===== config.mk =====
export PLATFORM = sky130hd
export DESIGN_NAME = debug_snapshot_serializer
export DESIGN_NICKNAME = d
export VERILOG_FILES = /design/src/rtl/debug_pkg.sv /design/src/rtl/snapshot_byte_mux.sv /design/src/rtl/debug_snapshot_serializer.sv
export SDC_FILE = /design/constraint.sdc
export NUM_CORES = 1
export LEC_CHECK = 0
export CAP_MARGIN = 20
export CELL_PAD_IN_SITES_DETAIL_PLACEMENT = 0
export CELL_PAD_IN_SITES_GLOBAL_PLACEMENT = 1
export CORE_MARGIN = 5
export CORE_UTILIZATION = 34
export DETAILED_ROUTE_END_ITERATION = 10
export GPL_ROUTABILITY_DRIVEN = 0
export HOLD_SLACK_MARGIN = 0.06
export PLACE_DENSITY = 0.75
export RECOVER_POWER = 50
export SYNTH_ARGS = -nofsm -noshare
export SYNTH_HDL_FRONTEND = slang
export SYNTH_SLANG_ARGS = --single-unit

===== constraint.sdc =====
create_clock -name i_clock -period 2.4 [get_ports i_clock]
set_input_delay 0.48 -clock i_clock [delete_from_list [all_inputs] [get_ports i_clock]]
set_output_delay 0.48 -clock i_clock [all_outputs]
set_load 0.03 [all_outputs]

===== src/rtl/debug_pkg.sv =====
// Shared definitions for the debug snapshot serializer: FSM encoding and byte-count helper.
package debug_pkg;

    typedef enum logic [2:0] {
        StIdle,
        StStart,
        StWaitDone,
        StNext,
        StChecksum
    } ser_state_e;

    // Bytes per snapshot (data bytes only, excluding any checksum byte).
    function automatic int unsigned calc_bps(input int unsigned num_channels,
                                             input int unsigned data_width,
                                             input int unsigned word_length);
        return (num_channels * data_width) / word_length;
    endfunction

endpackage


===== src/rtl/snapshot_byte_mux.sv =====
// Selects one byte of the latched snapshot: channel 0 first, each word MSB first.
module snapshot_byte_mux #(
    parameter int unsigned NUM_CHANNELS       = 4,
    parameter int unsigned DATA_WIDTH         = 32,
    parameter int unsigned OUTPUT_WORD_LENGTH = 8,
    parameter int unsigned IDX_W              = 5
) (
    input  logic [NUM_CHANNELS*DATA_WIDTH-1:0] snapshot,
    input  logic [IDX_W-1:0]                   byte_idx,
    output logic [OUTPUT_WORD_LENGTH-1:0]      byte_out
);
    localparam int unsigned BPW = DATA_WIDTH / OUTPUT_WORD_LENGTH;
    localparam int unsigned BPS = NUM_CHANNELS * BPW;

    always_comb begin
        byte_out = '0;
        for (int b = 0; b < BPS; b++) begin
            if (byte_idx == IDX_W'(b)) begin
                byte_out = snapshot[(b / BPW) * DATA_WIDTH
                                    + (BPW - 1 - (b % BPW)) * OUTPUT_WORD_LENGTH
                                    +: OUTPUT_WORD_LENGTH];
            end
        end
    end

endmodule


===== src/rtl/debug_snapshot_serializer.sv =====
// Latches NUM_CHANNELS state words on capture and streams them out byte by byte to a UART.
// Optional trailing checksum byte enabled by macro SNAPSHOT_CHECKSUM_EN.
module debug_snapshot_serializer
    import debug_pkg::*;
#(
    parameter int unsigned NUM_CHANNELS       = 4,
    parameter int unsigned DATA_WIDTH         = 32,
    parameter int unsigned OUTPUT_WORD_LENGTH = 8
) (
    input  logic                               i_clock,
    input  logic                               i_reset,
    input  logic                               i_soft_reset,
    input  logic                               i_capture,
    input  logic [NUM_CHANNELS*DATA_WIDTH-1:0] i_channels,
    input  logic                               i_tx_done,
    output logic                               o_tx_start,
    output logic [OUTPUT_WORD_LENGTH-1:0]      o_data_tx,
    output logic                               o_busy,
    output logic                               o_done,
    output logic                               o_overrun
);
    localparam int unsigned BPS    = calc_bps(NUM_CHANNELS, DATA_WIDTH, OUTPUT_WORD_LENGTH);
    localparam int unsigned IDX_W  = $clog2(BPS + 1);
    localparam int unsigned SNAP_W = NUM_CHANNELS * DATA_WIDTH;

    ser_state_e                    state_q, state_d;
    logic [SNAP_W-1:0]             snap_q;
    logic [IDX_W-1:0]              idx_q, idx_d;
    logic                          overrun_q;
    logic [OUTPUT_WORD_LENGTH-1:0] mux_byte;
    logic                          last_data;
    logic                          final_byte;
    logic                          accept;

    snapshot_byte_mux #(
        .NUM_CHANNELS      (NUM_CHANNELS),
        .DATA_WIDTH        (DATA_WIDTH),
        .OUTPUT_WORD_LENGTH(OUTPUT_WORD_LENGTH),
        .IDX_W             (IDX_W)
    ) u_byte_mux (
        .snapshot(snap_q),
        .byte_idx(idx_q),
        .byte_out(mux_byte)
    );

    assign last_data = (idx_q == IDX_W'(BPS - 1));

`ifdef SNAPSHOT_CHECKSUM_EN
    logic [OUTPUT_WORD_LENGTH-1:0] sum_q;

    // Index BPS addresses the checksum byte once all data bytes are out.
    assign final_byte = (idx_q == IDX_W'(BPS));
    assign o_data_tx  = final_byte ? sum_q : mux_byte;

    always_ff @(posedge i_clock or negedge i_reset) begin
        if (!i_reset) begin
            sum_q <= '0;
        end else if (!i_soft_reset) begin
            sum_q <= '0;
        end else if (accept) begin
            sum_q <= '0;
        end else if (state_q == StNext && idx_q < IDX_W'(BPS)) begin
            sum_q <= sum_q + mux_byte;
        end
    end
`else
    assign final_byte = last_data;
    assign o_data_tx  = mux_byte;
`endif

    assign o_tx_start = (state_q == StStart);
    assign o_done     = (state_q == StNext) && final_byte;
    // Busy drops in the done cycle so a coincident capture is taken as a new snapshot.
    assign o_busy     = (state_q != StIdle) && !o_done;
    assign o_overrun  = overrun_q;
    assign accept     = i_capture && !o_busy;

    always_comb begin
        state_d = state_q;
        idx_d   = idx_q;
        case (state_q)
            StIdle: begin
                if (i_capture) begin
                    state_d = StStart;
                    idx_d   = '0;
                end
            end
            StStart:    state_d = StWaitDone;
            StWaitDone: if (i_tx_done) state_d = StNext;
            StNext: begin
                if (final_byte) begin
                    state_d = i_capture ? StStart : StIdle;
                    if (i_capture) idx_d = '0;
`ifdef SNAPSHOT_CHECKSUM_EN
                end else if (last_data) begin
                    state_d = StChecksum;
                    idx_d   = IDX_W'(BPS);
`endif
                end else begin
                    state_d = StStart;
                    idx_d   = idx_q + 1'b1;
                end
            end
            StChecksum: state_d = StStart;
            default:    state_d = StIdle;
        endcase
    end

    always_ff @(posedge i_clock or negedge i_reset) begin
        if (!i_reset) begin
            state_q   <= StIdle;
            idx_q     <= '0;
            snap_q    <= '0;
            overrun_q <= 1'b0;
        end else if (!i_soft_reset) begin
            state_q   <= StIdle;
            idx_q     <= '0;
            snap_q    <= '0;
            overrun_q <= 1'b0;
        end else begin
            state_q <= state_d;
            idx_q   <= idx_d;
            if (accept) snap_q <= i_channels;
            if (i_capture && o_busy) overrun_q <= 1'b1;
        end
    end

endmodule


==> results.json <==
{
  "outcome": "complete, but fails checks",
  "violations": "setup timing",
  "dr.first_iter.drc_count": 509,
  "dieArea_um2": 23800,
  "clockRootBuffer": "clkbuf_16",
  "setup_viol": 10,
  "firstDrtPassIters": 5,
  "synth_edf_count": 0,
  "layout_setup_ws_ns": -0.728,
  "ant_nets": 0,
  "syn-cell-area_um2": 7090,
  "arrival_ns": 2.65,
  "portBuffers": 144,
  "overflow": 0,
  "pre_cts_ws_ns": -0.499,
  "syn_area_per_cell_um2": 8.18,
  "hold_path_class": "in2async",
  "drc": 0,
  "ys_seq_elements": 136,
  "antenna_found_initial": 0,
  "clock_sinks": 136,
  "cts_tree": "done",
  "cp-startpoint": "idx_q[4]",
  "area_growth_pct": 51.5,
  "final_cells": 1359,
  "ir_worst_vdd_v": 0.000608,
  "r2r_slack_ns": 0.10,
  "cts_buffers": 17,
  "yosysTopAreaCell": "dfrtp_1",
  "cts.clk_slew.worst_paths_ns": 0.06,
  "grt_pass1_vias": 7025,
  "fin_nets": 1218,
  "syn-num-nets": 1008,
  "drive_gt1_share_pct": 22.3,
  "dp.cells": 1313,
  "critPathKind": "reg2out",
  "synthFlopType": "dfrtp_1",
  "core_area_um2": 20400,
  "grtUsageTotal_pct": 20.6,
  "tns_ns": -5.69,
  "max-cap-violations": 0,
  "worst_slew_pin_slew_ns": 1.12,
  "grt_pass1_wl_um": 38900,
  "rsz0062_at_grt": "yes",
  "die_y_um": 154,
  "antenna_cells": 0,
  "finalCritPeriodShare_pct": 130,
  "async_reset_ff_share_pct": 100,
  "clk_latency_ns": 0.42,
  "skew_ns": 0.00481,
  "ios": 145,
  "clk_path_buf_depth": 2,
  "fmax_mhz": 320,
  "vias": 7047,
  "max_slew_margin_pct": 25.0,
  "ys_seq_area_share_pct": 48.0,
  "synth.distinct_cells": 63,
  "wl_um": 25000,
  "timing.rr.start": "idx_q[2]",
  "period_minus_slack_ns": 3.13,
  "vias_per_cell": 5.19,
  "final_max_slew_viol_count": 0,
  "rows": 52,
  "grt_max_degree": 68,
  "rr_endpoint": "snap_q[36]",
  "finalHoldViolCount": 0,
  "wl_per_cell_um": 18.4,
  "start_util_pct": 34.8,
  "synthCells": 867,
  "hold_slack_ns": 0.231,
  "htree_levels": 4,
  "critPathRequiredTime_ns": 1.92,
  "p_leak_nw": 4.60,
  "endpoint_kind": "output port",
  "worstSetupStartpointType": "flip-flop",
  "dpl.hpwl_um": 18000,
  "r2r_cells": 10,
  "die_x_um": 154,
  "yosys-top-cells-area": "dfrtp_1 (48%), nand2_1 (15%), a21oi_1 (11%), o21ai_0 (2.1%), clkbuf_1 (1.8%)",
  "netlist.area_leader.share_pct": 48.0,
  "yosysWarningCount": 0,
  "final_util_pct": 52.8,
  "cp_max_fo": 6,
  "powerDensity_nw_per_um2": 796
}
-- cell type report --
type	count	area [um^2]
clock buffer	20	467
timing repair buffer	256	2500
tap	270	338
inverter	15	65.1
multi-input combinational	651	3840
sequential	136	3410
clock inverter	11	123
fill	1941	9620
-- cells by family (layout without fill, tap and decap cells) --
logic type	Yosys count	in the layout	synth area share [%]
fa+ha+maj	8	8	1.41
flops	136	136	48.0
buf+inv	80	302	5.38
compound gates	263	263	21.9
simple gates	379	379	23.2
mux	1	1	0.141
-- state kept, by name, indices dropped and copies added, names as in the netlist --
name       cells
snap_q       128
idx_q          5
state_q        2
o_overrun      1
-- repair_timing --
action | in CTS | in global routing
cloned | 0 | 2
pin swaps | 37 | 23
setup buffers | 15 | 3
endpoints found under the setup margin | 11 | 138
resized for setup | 57 | 32
hold buffers | 0 | 0
-- through the flow --
stage / instance area (um^2) / total power, mW
after floorplan: 7350 / 4.57
final: 10700 / 8.55
after global placement: 9690 / 5.71
after CTS: 10600 / 8.44
after global routing: 10700 / 9.01
after detailed placement: 9690 / 5.72
-- power by group --
part	switching (mW)	total, mW	internal, mW
Sequential	0.373	3.08	2.71
Clock	1.01	2.61	1.60
Combinational	1.61	2.86	1.25
-- metal layers --
metal / vias to the layer above / part of all wire (%) / global-route usage [%]
met5: - / 0 / 0
met3: 37 / 5.4 / 4.14
met4: 0 / 2.2 / 7.11
met1: 3401 / 47 / 30.3
met2: 215 / 45 / 30.3
li1: 3394 / - / -
-- worst max-delay path by stage --
stage,to,slack (ns),cells after the start
floorplan,o_data_tx[6],-0.11,10
global placement,o_data_tx[4],-0.51,8
detailed placement,o_data_tx[4],-0.50,8
CTS,o_data_tx[6],-0.77,9
global route,o_data_tx[7],-0.83,9
finish,o_data_tx[6],-0.73,9
-- cell usage after synthesis, drive strengths merged (7+ instances only) --
cell / number
clkbuf: 36
dfrtp: 136
nor3: 7
buf: 29
nand3: 10
a21oi: 158
o22ai: 9
nor2: 32
o21ai: 35
a221oi: 13
ha: 8
and2: 7
inv: 14
nand2: 283
-- cell usage in the layout (no fill, tap or decap), types with 4 or more instances in the layout --
cell type        Yosys  layout
nand2_1            283     280
a21oi_1            158     151
clkdlybuf4s50_1      0     133
dfrtp_1            136     132
buf_4               11      91
nor2_1              32      27
clkbuf_16            0      19
o21ai_0             30      17
buf_12               0      14
buf_6                3      12
inv_1               14      11
o21ai_1              4       9
a221oi_2             0       9
nand3_1             10       8
o21ai_2              1       8
o22ai_1              9       7
nor3_1               7       6
and3_1               6       5
a21oi_2              0       4
a31oi_4              0       4
a32o_1               5       4
a21o_1               4       4
a221oi_1            13       4
a32oi_1              4       4
clkinv_2             0       4
ha_4                 0       4
ha_1                 8       4
clkinvlp_4           0       4
dfrtp_2              0       4
-- critical path: stages (launching register included) --
cell and delay [ns]:
dfrtp_1 0.43, buf_6 0.15, or3b_4 0.42, o21bai_4 0.19, buf_4 0.14, o21ai_2 0.04
a21oi_1 0.06, or4_4 0.45, a31oi_4 0.19, buf_12 0.15
Note: power is estimated with default switching activity, not from simulation.
